**config.mk**
```make
export PLATFORM = sky130hd
export DESIGN_NAME = dmem_arbiter_flat
export DESIGN_NICKNAME = d
export VERILOG_FILES = /design/src/rtl/dmem_arbiter_if.sv /design/src/rtl/dmem_arbiter.sv /design/src/flat_wrapper.sv
export SDC_FILE = /design/constraint.sdc
export NUM_CORES = 1
export LEC_CHECK = 0
export CAP_MARGIN = 5
export CELL_PAD_IN_SITES_DETAIL_PLACEMENT = 0
export CELL_PAD_IN_SITES_GLOBAL_PLACEMENT = 1
export CORE_MARGIN = 8
export CORE_UTILIZATION = 11
export DETAILED_ROUTE_END_ITERATION = 10
export PLACE_DENSITY = 0.81
export SYNTH_ARGS = -nofsm -noshare
export SYNTH_HDL_FRONTEND = slang
export SYNTH_SLANG_ARGS = --single-unit
```
**constraint.sdc**
```tcl
create_clock -name clk -period 1.6 [get_ports clk]
set_input_delay 0.32 -clock clk [delete_from_list [all_inputs] [get_ports clk]]
set_output_delay 0.32 -clock clk [all_outputs]
set_load 0.01 [all_outputs]
```
**src/rtl/dmem_arbiter_if.sv**
```systemverilog
// Bus bundle between the data-memory arbiter, its two requesters (CPU, SPI bridge)
// and the single-port RAM.
interface dmem_arbiter_if #(
  parameter int ADDR_W = 13,
  parameter int DATA_W = 16
);
  logic              cpu_req;
  logic              cpu_we;
  logic [ADDR_W-1:0] cpu_addr;
  logic [DATA_W-1:0] cpu_wdata;
  logic              cpu_gnt;
  logic              cpu_rvalid;
  logic [DATA_W-1:0] cpu_rdata;

  logic              spi_req;
  logic              spi_we;
  logic [ADDR_W-1:0] spi_addr;
  logic [DATA_W-1:0] spi_wdata;
  logic              spi_gnt;
  logic              spi_rvalid;
  logic [DATA_W-1:0] spi_rdata;

  logic              mem_en;
  logic              mem_we;
  logic [ADDR_W-1:0] mem_addr;
  logic [DATA_W-1:0] mem_wdata;
  logic [DATA_W-1:0] mem_rdata;

  modport slave (
    input  cpu_req, cpu_we, cpu_addr, cpu_wdata,
    output cpu_gnt, cpu_rvalid, cpu_rdata,
    input  spi_req, spi_we, spi_addr, spi_wdata,
    output spi_gnt, spi_rvalid, spi_rdata,
    output mem_en, mem_we, mem_addr, mem_wdata,
    input  mem_rdata
  );

  modport master (
    output cpu_req, cpu_we, cpu_addr, cpu_wdata,
    input  cpu_gnt, cpu_rvalid, cpu_rdata,
    output spi_req, spi_we, spi_addr, spi_wdata,
    input  spi_gnt, spi_rvalid, spi_rdata,
    input  mem_en, mem_we, mem_addr, mem_wdata,
    output mem_rdata
  );
endinterface

```
**src/rtl/dmem_arbiter.sv**
```systemverilog
// Fixed-priority CPU/SPI arbiter for the shared data memory, with a starvation
// counter that force-grants SPI, and read-return steering to the issuing requester.
module dmem_arbiter #(
  parameter int MAX_WAIT = 4
) (
  input  logic          clk,
  input  logic          reset,
  dmem_arbiter_if.slave bus
);
  localparam logic [3:0] MAX_CNT = 4'(MAX_WAIT);

  logic [3:0] wait_cnt;
  logic [1:0] rd_tag;   // {valid, owner}; owner 1 = SPI
  logic       cpu_gnt;
  logic       spi_gnt;

  always_comb begin
    cpu_gnt = 1'b0;
    spi_gnt = 1'b0;
    if (!reset) begin
      if (bus.spi_req && (!bus.cpu_req || wait_cnt == MAX_CNT))
        spi_gnt = 1'b1;
      else if (bus.cpu_req)
        cpu_gnt = 1'b1;
    end
  end

  always_comb begin
    bus.cpu_gnt   = cpu_gnt;
    bus.spi_gnt   = spi_gnt;
    bus.mem_en    = cpu_gnt | spi_gnt;
    bus.mem_we    = 1'b0;
    bus.mem_addr  = '0;
    bus.mem_wdata = '0;
    if (cpu_gnt) begin
      bus.mem_we    = bus.cpu_we;
      bus.mem_addr  = bus.cpu_addr;
      bus.mem_wdata = bus.cpu_wdata;
    end else if (spi_gnt) begin
      bus.mem_we    = bus.spi_we;
      bus.mem_addr  = bus.spi_addr;
      bus.mem_wdata = bus.spi_wdata;
    end
  end

  always_ff @(posedge clk) begin
    if (reset) begin
      wait_cnt <= '0;
      rd_tag   <= '0;
    end else begin
      if (bus.spi_req && !spi_gnt) begin
        if (wait_cnt != MAX_CNT)
          wait_cnt <= wait_cnt + 4'd1;
      end else begin
        wait_cnt <= '0;
      end

      if (bus.mem_en && !bus.mem_we)
        rd_tag <= {1'b1, spi_gnt};
      else
        rd_tag <= '0;
    end
  end

  // Gating with reset also kills a return whose read was granted just before reset.
  assign bus.cpu_rvalid = rd_tag[1] & ~rd_tag[0] & ~reset;
  assign bus.spi_rvalid = rd_tag[1] &  rd_tag[0] & ~reset;
  assign bus.cpu_rdata  = bus.mem_rdata;
  assign bus.spi_rdata  = bus.mem_rdata;
endmodule

```
**src/flat_wrapper.sv**
```systemverilog
// flat-port wrapper written by rule: the top's interface ports become plain ports
module dmem_arbiter_flat 
#(
  parameter int MAX_WAIT = 4
)
  (clk, reset, bus_cpu_req, bus_cpu_we, bus_cpu_addr, bus_cpu_wdata, bus_cpu_gnt, bus_cpu_rvalid, bus_cpu_rdata, bus_spi_req, bus_spi_we, bus_spi_addr, bus_spi_wdata, bus_spi_gnt, bus_spi_rvalid, bus_spi_rdata, bus_mem_en, bus_mem_we, bus_mem_addr, bus_mem_wdata, bus_mem_rdata);
  dmem_arbiter_if #(.ADDR_W(13), .DATA_W(16)) bus_i ();
  input  logic clk;
  input  logic reset;
  input wire logic [$bits(bus_i.cpu_req)-1:0] bus_cpu_req;
  input wire logic [$bits(bus_i.cpu_we)-1:0] bus_cpu_we;
  input wire logic [$bits(bus_i.cpu_addr)-1:0] bus_cpu_addr;
  input wire logic [$bits(bus_i.cpu_wdata)-1:0] bus_cpu_wdata;
  output wire logic [$bits(bus_i.cpu_gnt)-1:0] bus_cpu_gnt;
  output wire logic [$bits(bus_i.cpu_rvalid)-1:0] bus_cpu_rvalid;
  output wire logic [$bits(bus_i.cpu_rdata)-1:0] bus_cpu_rdata;
  input wire logic [$bits(bus_i.spi_req)-1:0] bus_spi_req;
  input wire logic [$bits(bus_i.spi_we)-1:0] bus_spi_we;
  input wire logic [$bits(bus_i.spi_addr)-1:0] bus_spi_addr;
  input wire logic [$bits(bus_i.spi_wdata)-1:0] bus_spi_wdata;
  output wire logic [$bits(bus_i.spi_gnt)-1:0] bus_spi_gnt;
  output wire logic [$bits(bus_i.spi_rvalid)-1:0] bus_spi_rvalid;
  output wire logic [$bits(bus_i.spi_rdata)-1:0] bus_spi_rdata;
  output wire logic [$bits(bus_i.mem_en)-1:0] bus_mem_en;
  output wire logic [$bits(bus_i.mem_we)-1:0] bus_mem_we;
  output wire logic [$bits(bus_i.mem_addr)-1:0] bus_mem_addr;
  output wire logic [$bits(bus_i.mem_wdata)-1:0] bus_mem_wdata;
  input wire logic [$bits(bus_i.mem_rdata)-1:0] bus_mem_rdata;
  assign bus_i.cpu_req = bus_cpu_req;
  assign bus_i.cpu_we = bus_cpu_we;
  assign bus_i.cpu_addr = bus_cpu_addr;
  assign bus_i.cpu_wdata = bus_cpu_wdata;
  assign bus_cpu_gnt = bus_i.cpu_gnt;
  assign bus_cpu_rvalid = bus_i.cpu_rvalid;
  assign bus_cpu_rdata = bus_i.cpu_rdata;
  assign bus_i.spi_req = bus_spi_req;
  assign bus_i.spi_we = bus_spi_we;
  assign bus_i.spi_addr = bus_spi_addr;
  assign bus_i.spi_wdata = bus_spi_wdata;
  assign bus_spi_gnt = bus_i.spi_gnt;
  assign bus_spi_rvalid = bus_i.spi_rvalid;
  assign bus_spi_rdata = bus_i.spi_rdata;
  assign bus_mem_en = bus_i.mem_en;
  assign bus_mem_we = bus_i.mem_we;
  assign bus_mem_addr = bus_i.mem_addr;
  assign bus_mem_wdata = bus_i.mem_wdata;
  assign bus_i.mem_rdata = bus_mem_rdata;
  dmem_arbiter #(.MAX_WAIT(MAX_WAIT)) u_core (.clk(clk), .reset(reset), .bus(bus_i));
endmodule
```
==> results.md, run 1 <==
- Worst-path fanout max: 8
- Psw: 0.223 mW
- Main flop type after synthesis: dfxtp_1
- Initial antenna violation count: 0
- Mapped cell area: 885 um^2
- Post-synthesis sequential area ratio: 13.6%
- Ports: 147
- Final slew viol count: 0
- Max_slew headroom: 80.0%
- Share of cells above drive strength 1: 41.0%
- First-pass GRT wire length: 7490 um
- Initial Util: 11.4%
- Fmax: 490 MHz
- Row Count: 32
- Seq pwr share: 19.2%
- Syn nets: 182
- Final worst setup slack: -0.442 ns
- Logic pwr share: 52.7%
- Placed cell count: 274
- Worst Tran Pin Value: 0.297 ns
- Total grt overflow: 0
- Final Util: 25.3%
- Post-DP HPWL: 3460 um
- P_int: 0.594 mW
- Core area: 7770 um^2
- Design area: 1970 um^2
- GPL Wtd Cong: 0.694
- Post-DP Area: 1790 um^2
- Post-Synthesis Cells: 100
- Final TNS setup: -11.74 ns
- 1st-pass router iterations: 4
- Synth area leader: a22o_1
- DR vias: 1074
- Failing checks: setup timing
- Post-DR wirelength/cell: 16.8 um
- Top-count cell post-synth: buf_4
- Fin crit period: 2.04 ns
- Req. time, crit path: 1.28 ns
- Die Width: 106 um
- WP data arrival: 1.72 ns
- Min Hold Slack: 0.519 ns
- Total GRT Usage: 8.51%
- Pre-CTS WS: -0.822 ns
- Status: complete, but fails checks
- Share of the synthesized area in the top cell type: 28.7%
- Vias in the first global route: 1375
- Setup crit start kind: flop
- Number of hold buffers added after cts: 0
- Most frequent cells after synthesis: buf_4, a22o_1, buf_6, dfxtp_1, inv_1
- # DRC: 0
- Clk_lat worst skew: 0.22 ns
- Largest cells by area after synthesis: a22o_1, buf_4, dfxtp_1
- RSZ-0062 raised after global routing: true
- Routed vias/inst: 3.70
- Clock Pin Slew Worst Setup and Hold Paths: 0.04 ns
- Hold Path Class: flop to flop
- Die area: 11200 um^2
- Synth Area per Inst: 8.85 um^2
- Root Driver: clkbuf_8
- CTS tree: yes
- Final Instance Count excl. Fillers: 290
- Worst vdd ir: 158 uV
- CTS sink count: 6
- Ys async rst share: 0%
- Antenna Nets Post-Route: 0
- Setup Viol. Count Final: 33
- Layout area overhead: 122%
- Largest buffer count on any clock path: 2
- Final Total Pwr: 0.817 mW
- Post-Route WL: 4870 um
- CTS Buf Count: 3
- Post-synth EDFFs: 0
- Max-Cap Viols: 0
- Clock power frac: 28.1%
- Period Utilization, post-route: 128%
- Worst R2R Setup Slack: 0.06 ns
- Initial drt markers: 24
- PD cells: 415 nW/um^2
- Cell variety after synth: 22
- Endpoint class of the critical path: output port
- Yosys warning count: 0
- IO Port Bufs: 98
- Largest net degree at the start of global routing: 17
- Sw frac: 27.3%
- Number of H-tree levels: 1
- Kind of critical path: flop to output port
- #FFs+latches synth: 6
- Final Net Count: 272
- Static Leak: 0.881 nW
- Die height: 106 um
- Final Hold Fails: 0
- Diode count: 0
- Clock skew: 0.000144 ns
## cells by family after synthesis
group | count (synthesis) | synth area share (%)
buffers and inverters | 44 | 37.3
AOI/OAI and AO/OA | 34 | 35.2
and+or+nand+nor | 12 | 8.91
DFF | 6 | 13.6
adders and majority gates | 2 | 2.83
xor gates and xnor gates | 1 | 0.990
muxes | 1 | 1.13
## worst paths after layout
path	from	cells after the start	end
max	u_core.wait_cnt[1]$_SDFFE_PP0N_	8	bus_mem_wdata[11]
min	u_core.wait_cnt[0]$_SDFFE_PP0N_	2	u_core.wait_cnt[0]$_SDFFE_PP0N_
max reg2reg	u_core.wait_cnt[1]$_SDFFE_PP0N_	7	u_core.rd_tag[1]$_SDFF_PP0_
min reg2reg	u_core.wait_cnt[0]$_SDFFE_PP0N_	2	u_core.wait_cnt[0]$_SDFFE_PP0N_
## power by group through the flow
stage | clock network [mW] | registers, mW | logic [mW]
floorplan | 0 | 0.158 | 0.202
global placement | 0 | 0.158 | 0.403
detailed placement | 0 | 0.158 | 0.406
CTS | 0.236 | 0.156 | 0.431
global route | 0.247 | 0.157 | 0.464
finish | 0.230 | 0.157 | 0.430
## critical path, cell delays in order (launching register included)
cell	delay, ns
dfxtp_2	0.31
inv_2	0.06
ha_4	0.15
nand3b_4	0.11
buf_12	0.15
o211a_4	0.27
buf_6	0.13
a22o_1	0.17
buf_2	0.14
## registers in the layout (all words and copies together) (netlist names)
| register | count |
|---|---|
| u_core.wait_cnt | 4 |
| u_core.rd_tag | 2 |
## layer usage
layer	wire (um)	global-route usage [%]	up-vias
met4	27	1.41	0
met2	2490	15.0	61
met3	447	3.59	5
met5	0	0	-
met1	1910	9.38	487
li1	-	-	521
## final cells by class
cell class,instances,area (um^2)
clock buffers,3,41.3
fillers,836,5800
inverters,6,22.5
multi-input cells,52,514
flip-flops and latches,6,123
well taps,102,128
repair buffers,121,1140
## cells in the final DEF, fill, tap and decap left out, types with 2 or more instances in the layout
master            n
clkdlybuf4s50_1  61
a22o_1           29
buf_2            24
buf_4            14
buf_6            11
inv_2             4
nor3_1            4
buf_12            4
dfxtp_1           4
o211a_4           3
clkbuf_8          3
inv_1             2
buf_16            2
clkdlybuf4s15_2   2
dlygate4sd2_1     2
dfxtp_2           2
## repair_timing
action                     CTS  global route
hold endpoints to repair     0             0
setup buffers                8             1
pin swaps                   25            11
cloned                       5             0
gates resized for setup    161             8
setup endpoints to repair   35            35
(Power assumes the default switching activity.)
==> run 2: changes to the inputs <==
--- a/config.mk
+++ b/config.mk
@@ -8,7 +8,6 @@
 export CAP_MARGIN = 5
 export CELL_PAD_IN_SITES_DETAIL_PLACEMENT = 0
 export CELL_PAD_IN_SITES_GLOBAL_PLACEMENT = 1
-export CORE_MARGIN = 8
 export CORE_UTILIZATION = 11
 export DETAILED_ROUTE_END_ITERATION = 10
 export PLACE_DENSITY = 0.81
==> run 2 against run 1 <==
  * The run still ends with setup timing left
  * Critical path depth is the same
  * First-iteration DRC count shrank 46%
  * Clock-buffer cell count is the same
  * Wire length shrank 16%
  * Clock skew grew 0.0027 ns
  * Critical path type unchanged
  * Critical endpoint is now bus_mem_wdata[8]
  * Largest cell class unchanged
  * Largest power group unchanged
==> results.md, run 2 (synthesized netlist as in run 1, its figures left out) <==
- Psw: 0.218 mW (was 0.223 mW)
- RSZ-0062 raised after global routing: true (unchanged)
- Top Family by Delay on Critical Path: buffers and inverters (unchanged)
- GPL Wtd Cong: 0.679 (was 0.694)
- Antenna Nets Post-Route: 0 (unchanged)
- WP data arrival: 1.70 ns (was 1.72 ns)
- Post-DP HPWL: 2520 um (was 3460 um)
- Fmax: 494 MHz (was 490 MHz)
- Worst R2R Setup Slack: 0.10 ns (was 0.06 ns)
- Fin crit period: 2.02 ns (was 2.04 ns)
- Largest regs: u_core.wait_cnt x4, u_core.rd_tag x2 (unchanged)
- Clock Pin Slew Worst Setup and Hold Paths: 0.04 ns (about the same)
- Layout area overhead: 118% (was 122%)
- Req. time, crit path: 1.28 ns (about the same)
- 1st-pass router iterations: 3 (was 4)
- Worst-path fanout max: 7 (was 8)
- Placed cell count: 273 (was 274)
- Endpoint class of the critical path: output port (unchanged)
- Die Width: 91.7 um (was 106 um)
- Kind of critical path: flop to output port (unchanged)
- Sw frac: 27.3% (about the same)
- Top reg by flops: u_core.wait_cnt (unchanged)
- FF-to-FF Start: u_core.wait_cnt[0]$_SDFFE_PP0N_ (was u_core.wait_cnt[1]$_SDFFE_PP0N_)
- Max_slew headroom: 83.6% (was 80.0%)
- P_int: 0.580 mW (was 0.594 mW)
- Die area: 8400 um^2 (was 11200 um^2)
- Seq pwr share: 19.7% (was 19.2%)
- Root Driver: clkbuf_8 (unchanged)
- Crit-path cells: inv_2 -> ha_4 -> nand3b_4 -> buf_12 -> o211a_4 -> buf_6 -> a22o_1 -> buf_2 (unchanged)
- Final slew viol count: 0 (unchanged)
- Slowest cell delay on critical path: 0.31 ns (about the same)
- PD cells: 414 nW/um^2 (was 415 nW/um^2)
- Logic pwr share: 51.7% (was 52.7%)
- Busiest grt layer: met2 (unchanged)
- First-pass GRT wire length: 6310 um (was 7490 um)
- GR Util met3: 1.99% (was 3.59%)
- Setup Viol. Count Final: 32 (was 33)
- Diode count: 0 (unchanged)
- Number of H-tree levels: 1 (unchanged)
- Most frequent cells in the layout: clkdlybuf4s50_1, a22o_1, buf_2 (unchanged)
- CTS tree: yes (unchanged)
- Final worst setup slack: -0.422 ns (was -0.442 ns)
- IO Port Bufs: 98 (unchanged)
- Met1 Usage GRT: 11.8% (was 9.38%)
- Post-Route WL: 4100 um (was 4870 um)
- Final Instance Count excl. Fillers: 291 (was 290)
- Clock power frac: 28.6% (was 28.1%)
- Worst Tran Pin Value: 0.246 ns (was 0.297 ns)
- Share of cells above drive strength 1: 41.3% (was 41.0%)
- Vias in the first global route: 1216 (was 1375)
- Clk_lat worst skew: 0.22 ns (about the same)
- Initial antenna violation count: 0 (unchanged)
- Worst vdd ir: 202 uV (was 158 uV)
- Total grt overflow: 0 (unchanged)
- Final Net Count: 273 (was 272)
- Row Count: 32 (unchanged)
- CP Buf/Inv Count: 4 (unchanged)
- Largest net degree at the start of global routing: 10 (was 17)
- Max FFs per register: 4 (unchanged)
- Largest buffer count on any clock path: 2 (unchanged)
- Final Hold Fails: 0 (unchanged)
- Slowest stage cell, crit path: dfxtp_2 (unchanged)
- Max-Cap Viols: 0 (unchanged)
- Post-DR wirelength/cell: 14.1 um (was 16.8 um)
- Hold_sp: u_core.wait_cnt[0]$_SDFFE_PP0N_ (unchanged)
- Crit. Startpoint: u_core.wait_cnt[0]$_SDFFE_PP0N_ (was u_core.wait_cnt[1]$_SDFFE_PP0N_)
- Setup crit start kind: flop (unchanged)
- Ports: 147 (unchanged)
- # DRC: 0 (unchanged)
- Total GRT Usage: 9.86% (was 8.51%)
- Initial Util: 11.4% (unchanged)
- Failing checks: setup timing (unchanged)
- Commonest non-fill, non-tap cell in the layout: clkdlybuf4s50_1 (unchanged)
- Status: complete, but fails checks (unchanged)
- CTS sink count: 6 (unchanged)
- Static Leak: 0.882 nW (was 0.881 nW)
- Clock skew: 0.00280 ns (was 0.000144 ns)
- Die height: 91.7 um (was 106 um)
- Met2 Usage GRT: 18.0% (was 15.0%)
- Routed vias/inst: 3.71 (was 3.70)
- Core area: 7770 um^2 (unchanged)
- Pre-CTS WS: -0.758 ns (was -0.822 ns)
- CTS Buf Count: 3 (unchanged)
- Period Utilization, post-route: 126% (was 128%)
- Hold Path Class: flop to flop (unchanged)
- DR vias: 1081 (was 1074)
- Initial drt markers: 13 (was 24)
## run 2: cell types whose count changed in the layout (fill, tap and decap cells not counted), sizes merged
cell,before,now
clkdlybuf4s50,61,60
dlymetal6s2s,0,1
o211a,3,4
## run 2: final timing paths
path / end / cells after the start
worst max-delay path: bus_mem_wdata[8] / 8
worst min-delay path: u_core.wait_cnt[0]$_SDFFE_PP0N_ / 2
worst max register to register: u_core.rd_tag[1]$_SDFF_PP0_ / 7
worst min register to register: u_core.wait_cnt[0]$_SDFFE_PP0N_ / 2
## run 2: metal layers
metal / vias to the layer above / share of wire [%]
met2: 53 / 52
met3: 5 / 5.5
met4: 0 / 0.98
li1: 522 / -
met1: 501 / 42
met5: - / 0
## run 2: repair_timing
item / CTS / global route
hold endpoints to repair: 0 / 0
gates resized for setup: 161 / 9
gates cloned: 6 / 0
hold buffers: 0 / 0
setup endpoints to repair: 35 / 35
pin swaps: 19 / 16
setup buffers: 10 / 3
## run 2: area by class of cell
type | instances | area [um^2]
Clock buffer | 3 | 41.3
Fill cell | 866 | 5840
Inverter | 6 | 22.5
Multi-Input combinational cell | 53 | 529
Sequential cell | 6 | 123
Tap cell | 102 | 128
Timing Repair Buffer | 121 | 1080
## run 2: worst register-to-register path, delay by kind of cell, from the launching register on
family | cells | cell delay [ns]
adder cells (fa/ha/maj) | 1 | 0.14
AO/OA/AOI/OAI | 2 | 0.49
buffers and inverters | 3 | 0.36
flip-flops | 1 | 0.31
AND/OR/NAND/NOR | 1 | 0.11
## run 2: per-stage QoR
step                      total power, mW  TNS [ns]  area [um^2]  utilization [%]  hold slack (ns)
after floorplan                     0.361         0          885                -            0.392
after global placement              0.552    -24.89         1780             22.9            0.515
after detailed placement            0.553    -24.39         1780             22.9            0.521
after CTS                           0.813    -12.11         1970             25.4            0.518
after global routing                0.846    -12.81         1930             24.8            0.558
final                               0.798    -10.44         1930             24.8            0.520
## run 2: power by group through the flow
stage	Sequential (mW)	Combinational [mW]	Clock (mW)
after floorplan	0.158	0.202	0
after global placement	0.158	0.394	0
after detailed placement	0.159	0.395	0
after CTS	0.157	0.424	0.232
after global routing	0.157	0.443	0.246
final	0.157	0.413	0.228
==> run 3: changes to the inputs <==
--- a/config.mk
+++ b/config.mk
@@ -11,6 +11,7 @@
 export CORE_UTILIZATION = 11
 export DETAILED_ROUTE_END_ITERATION = 10
 export PLACE_DENSITY = 0.81
+export REMOVE_ABC_BUFFERS = 1
 export SYNTH_ARGS = -nofsm -noshare
 export SYNTH_HDL_FRONTEND = slang
 export SYNTH_SLANG_ARGS = --single-unit
==> run 3 against run 2 <==
  * The flow still finishes with violations (setup timing)
  * Die area unchanged
  * Wire length up 5.7%
  * Register-to-register slack about the same
  * Sequential cell count is the same
  * First-iteration DRC count rose to 2.7 times the previous value
  * Design area is 5.0% lower
  * Maximum frequency is 5.5% higher
  * Critical endpoint is now bus_mem_addr[10]
  * Largest cell class unchanged
==> results.md, run 3 (synthesized netlist as in run 1, its figures left out) <==
- IO Port Bufs: 98 (unchanged)
- Post-Route WL: 4340 um (was 4100 um)
- Crit-path cells: inv_2 -> ha_4 -> nand3b_4 -> a21oi_4 -> buf_6 -> clkbuf_16 -> a22o_1 -> buf_2 (was inv_2 -> ha_4 -> nand3b_4 -> buf_12 -> o211a_4 -> buf_6 -> a22o_1 -> buf_2)
- Total GRT Usage: 9.54% (was 9.86%)
- Max-Cap Viols: 0 (unchanged)
- Final Hold Fails: 0 (unchanged)
- Row Count: 32 (unchanged)
- PD cells: 422 nW/um^2 (was 414 nW/um^2)
- Clock Pin Slew Worst Setup and Hold Paths: 0.04 ns (about the same)
- Slowest cell delay on critical path: 0.31 ns (about the same)
- Fmax: 522 MHz (was 494 MHz)
- Core area: 7770 um^2 (unchanged)
- Req. time, crit path: 1.28 ns (about the same)
- Min Hold Slack: 0.518 ns (was 0.520 ns)
- Final Net Count: 263 (was 273)
- Die Width: 91.7 um (unchanged)
- Status: complete, but fails checks (unchanged)
- CTS Buf Count: 3 (unchanged)
- Initial antenna violation count: 0 (unchanged)
- Design area: 1830 um^2 (was 1930 um^2)
- Placed cell count: 268 (was 273)
- Top Family by Delay on Critical Path: buffers and inverters (unchanged)
- Worst-path fanout max: 8 (was 7)
- Largest regs: u_core.wait_cnt x4, u_core.rd_tag x2 (unchanged)
- Worst R2R End: u_core.rd_tag[1]$_SDFF_PP0_ (unchanged)
- Post-DP HPWL: 2840 um (was 2520 um)
- Slowest stage cell, crit path: dfxtp_2 (unchanged)
- Layout area overhead: 107% (was 118%)
- Post-DP Area: 1760 um^2 (was 1780 um^2)
- Max FFs per register: 4 (unchanged)
- Initial Util: 11.4% (unchanged)
- Setup crit start kind: flop (unchanged)
- Pre-CTS WS: -0.757 ns (was -0.758 ns)
- CP Buf/Inv Count: 4 (unchanged)
- Initial drt markers: 35 (was 13)
- Hold Path Class: flop to flop (unchanged)
- Max_slew headroom: 85.2% (was 83.6%)
- Final slew viol count: 0 (unchanged)
- Antenna Nets Post-Route: 0 (unchanged)
- Commonest non-fill, non-tap cell in the layout: clkdlybuf4s50_1 (unchanged)
- R2R depth: 8 (was 7)
- Fin crit period: 1.92 ns (was 2.02 ns)
- CTS tree: yes (unchanged)
- First-pass GRT wire length: 5890 um (was 6310 um)
- Hold Path Cell Cnt: 2 (unchanged)
- # DRC: 0 (unchanged)
- Final worst setup slack: -0.316 ns (was -0.422 ns)
- Share of cells above drive strength 1: 35.8% (was 41.3%)
- Ports: 147 (unchanged)
- CTS sink count: 6 (unchanged)
- Clock skew: 0.00349 ns (was 0.00280 ns)
- Worst vdd ir: 188 uV (was 202 uV)
- Number of hold buffers added after cts: 0 (unchanged)
- WP data arrival: 1.60 ns (was 1.70 ns)
- Final Util: 23.6% (was 24.8%)
- Routed vias/inst: 3.90 (was 3.71)
- Kind of critical path: flop to output port (unchanged)
- Largest buffer count on any clock path: 2 (unchanged)
- Diode count: 0 (unchanged)
- Clk_lat worst skew: 0.22 ns (about the same)
- Period Utilization, post-route: 120% (was 126%)
- Root Driver: clkbuf_8 (unchanged)
- RSZ-0062 raised after global routing: true (unchanged)
- Failing checks: setup timing (unchanged)
- Number of H-tree levels: 1 (unchanged)
- Total grt overflow: 0 (unchanged)
- Vias in the first global route: 1135 (was 1216)
- Worst Tran Pin Value: 0.222 ns (was 0.246 ns)
- Final Instance Count excl. Fillers: 281 (was 291)
- 1st-pass router iterations: 2 (was 3)
- Hold_sp: u_core.wait_cnt[0]$_SDFFE_PP0N_ (unchanged)
- GPL Wtd Cong: 0.676 (was 0.679)
- DR vias: 1096 (was 1081)
- Setup Viol. Count Final: 32 (unchanged)
- Most frequent cells in the layout: clkdlybuf4s50_1, a22o_1, buf_2 (unchanged)
- Post-DR wirelength/cell: 15.4 um (was 14.1 um)
- Die area: 8400 um^2 (unchanged)
- FF-to-FF Start: u_core.wait_cnt[1]$_SDFFE_PP0N_ (was u_core.wait_cnt[0]$_SDFFE_PP0N_)
- Top reg by flops: u_core.wait_cnt (unchanged)
- Final Total Pwr: 0.772 mW (was 0.798 mW)
- Endpoint class of the critical path: output port (unchanged)
- Static Leak: 0.825 nW (was 0.882 nW)
- Hold Path End: u_core.wait_cnt[0]$_SDFFE_PP0N_ (unchanged)
- Largest net degree at the start of global routing: 18 (was 10)
- Final TNS setup: -8.95 ns (was -10.44 ns)
- Worst R2R Setup Slack: 0.11 ns (was 0.10 ns)
- Die height: 91.7 um (unchanged)
==> run 3: cell types whose count changed in the layout (fill, tap and decap cells not counted), sizes merged <==
cell / before / now
o211a: 4 / 2
clkdlybuf4s15: 2 / 1
clkbuf: 4 / 6
buf: 55 / 44
dlygate4sd2: 2 / 5
dlymetal6s2s: 1 / 0
==> run 3: layer usage <==
layer	GRT usage (%)	wire [um]	up-vias
met4	1.98	29	2
met5	4.49	42	-
met2	14.1	1960	108
met1	11.1	1720	484
li1	-	-	496
met3	6.30	577	6
==> run 3: timing repair <==
| action | 4_1_cts | 5_1_grt |
|---|---|---|
| endpoints found under the setup margin | 35 | 32 |
| gates resized for setup | 148 | 5 |
| pin swaps | 3 | 21 |
| setup buffers | 3 | 3 |
| cloned | 2 | 3 |
==> run 3: worst register-to-register path, stage by stage, from the launching register on <==
cell,delay [ns]
dfxtp_2,0.32
inv_2,0.04
ha_4,0.16
nand3b_4,0.12
a21oi_4,0.08
buf_6,0.14
clkbuf_16,0.16
buf_4,0.14
a221oi_1,0.25
==> run 3: how the worst max path moves through the flow <==
stage | from | endpoint | slack (ns) | depth (start not counted)
after global placement | bus_cpu_req | bus_mem_wdata[0] | -0.75 | 5
after CTS | u_core.wait_cnt[1]$_SDFFE_PP0N_ | bus_mem_addr[12] | -0.33 | 8
after floorplan | u_core.wait_cnt[0]$_SDFFE_PP0N_ | bus_mem_addr[0] | -0.21 | 5
final | u_core.wait_cnt[1]$_SDFFE_PP0N_ | bus_mem_addr[10] | -0.32 | 8
after global routing | u_core.wait_cnt[1]$_SDFFE_PP0N_ | bus_mem_addr[10] | -0.39 | 8
after detailed placement | reset | bus_mem_wdata[0] | -0.76 | 6
==> run 3: cell type report <==
| type | instances | area, um^2 |
|---|---|---|
| fill | 868 | 5940 |
| timing repair buffer | 113 | 1040 |
| multi-input combinational | 51 | 475 |
| tap | 102 | 128 |
| sequential | 6 | 123 |
| clock buffer | 3 | 41.3 |
| inverter | 6 | 22.5 |
==> run 3: power breakdown <==
group / leakage [nW] / internal (mW) / total (mW) / switching (mW)
clock: 0.0216 / 0.162 / 0.230 / 0.0680
sequential: 0.0498 / 0.155 / 0.156 / 0.00180
combinational: 0.754 / 0.249 / 0.386 / 0.136
total: 0.825 / 0.566 / 0.772 / 0.206
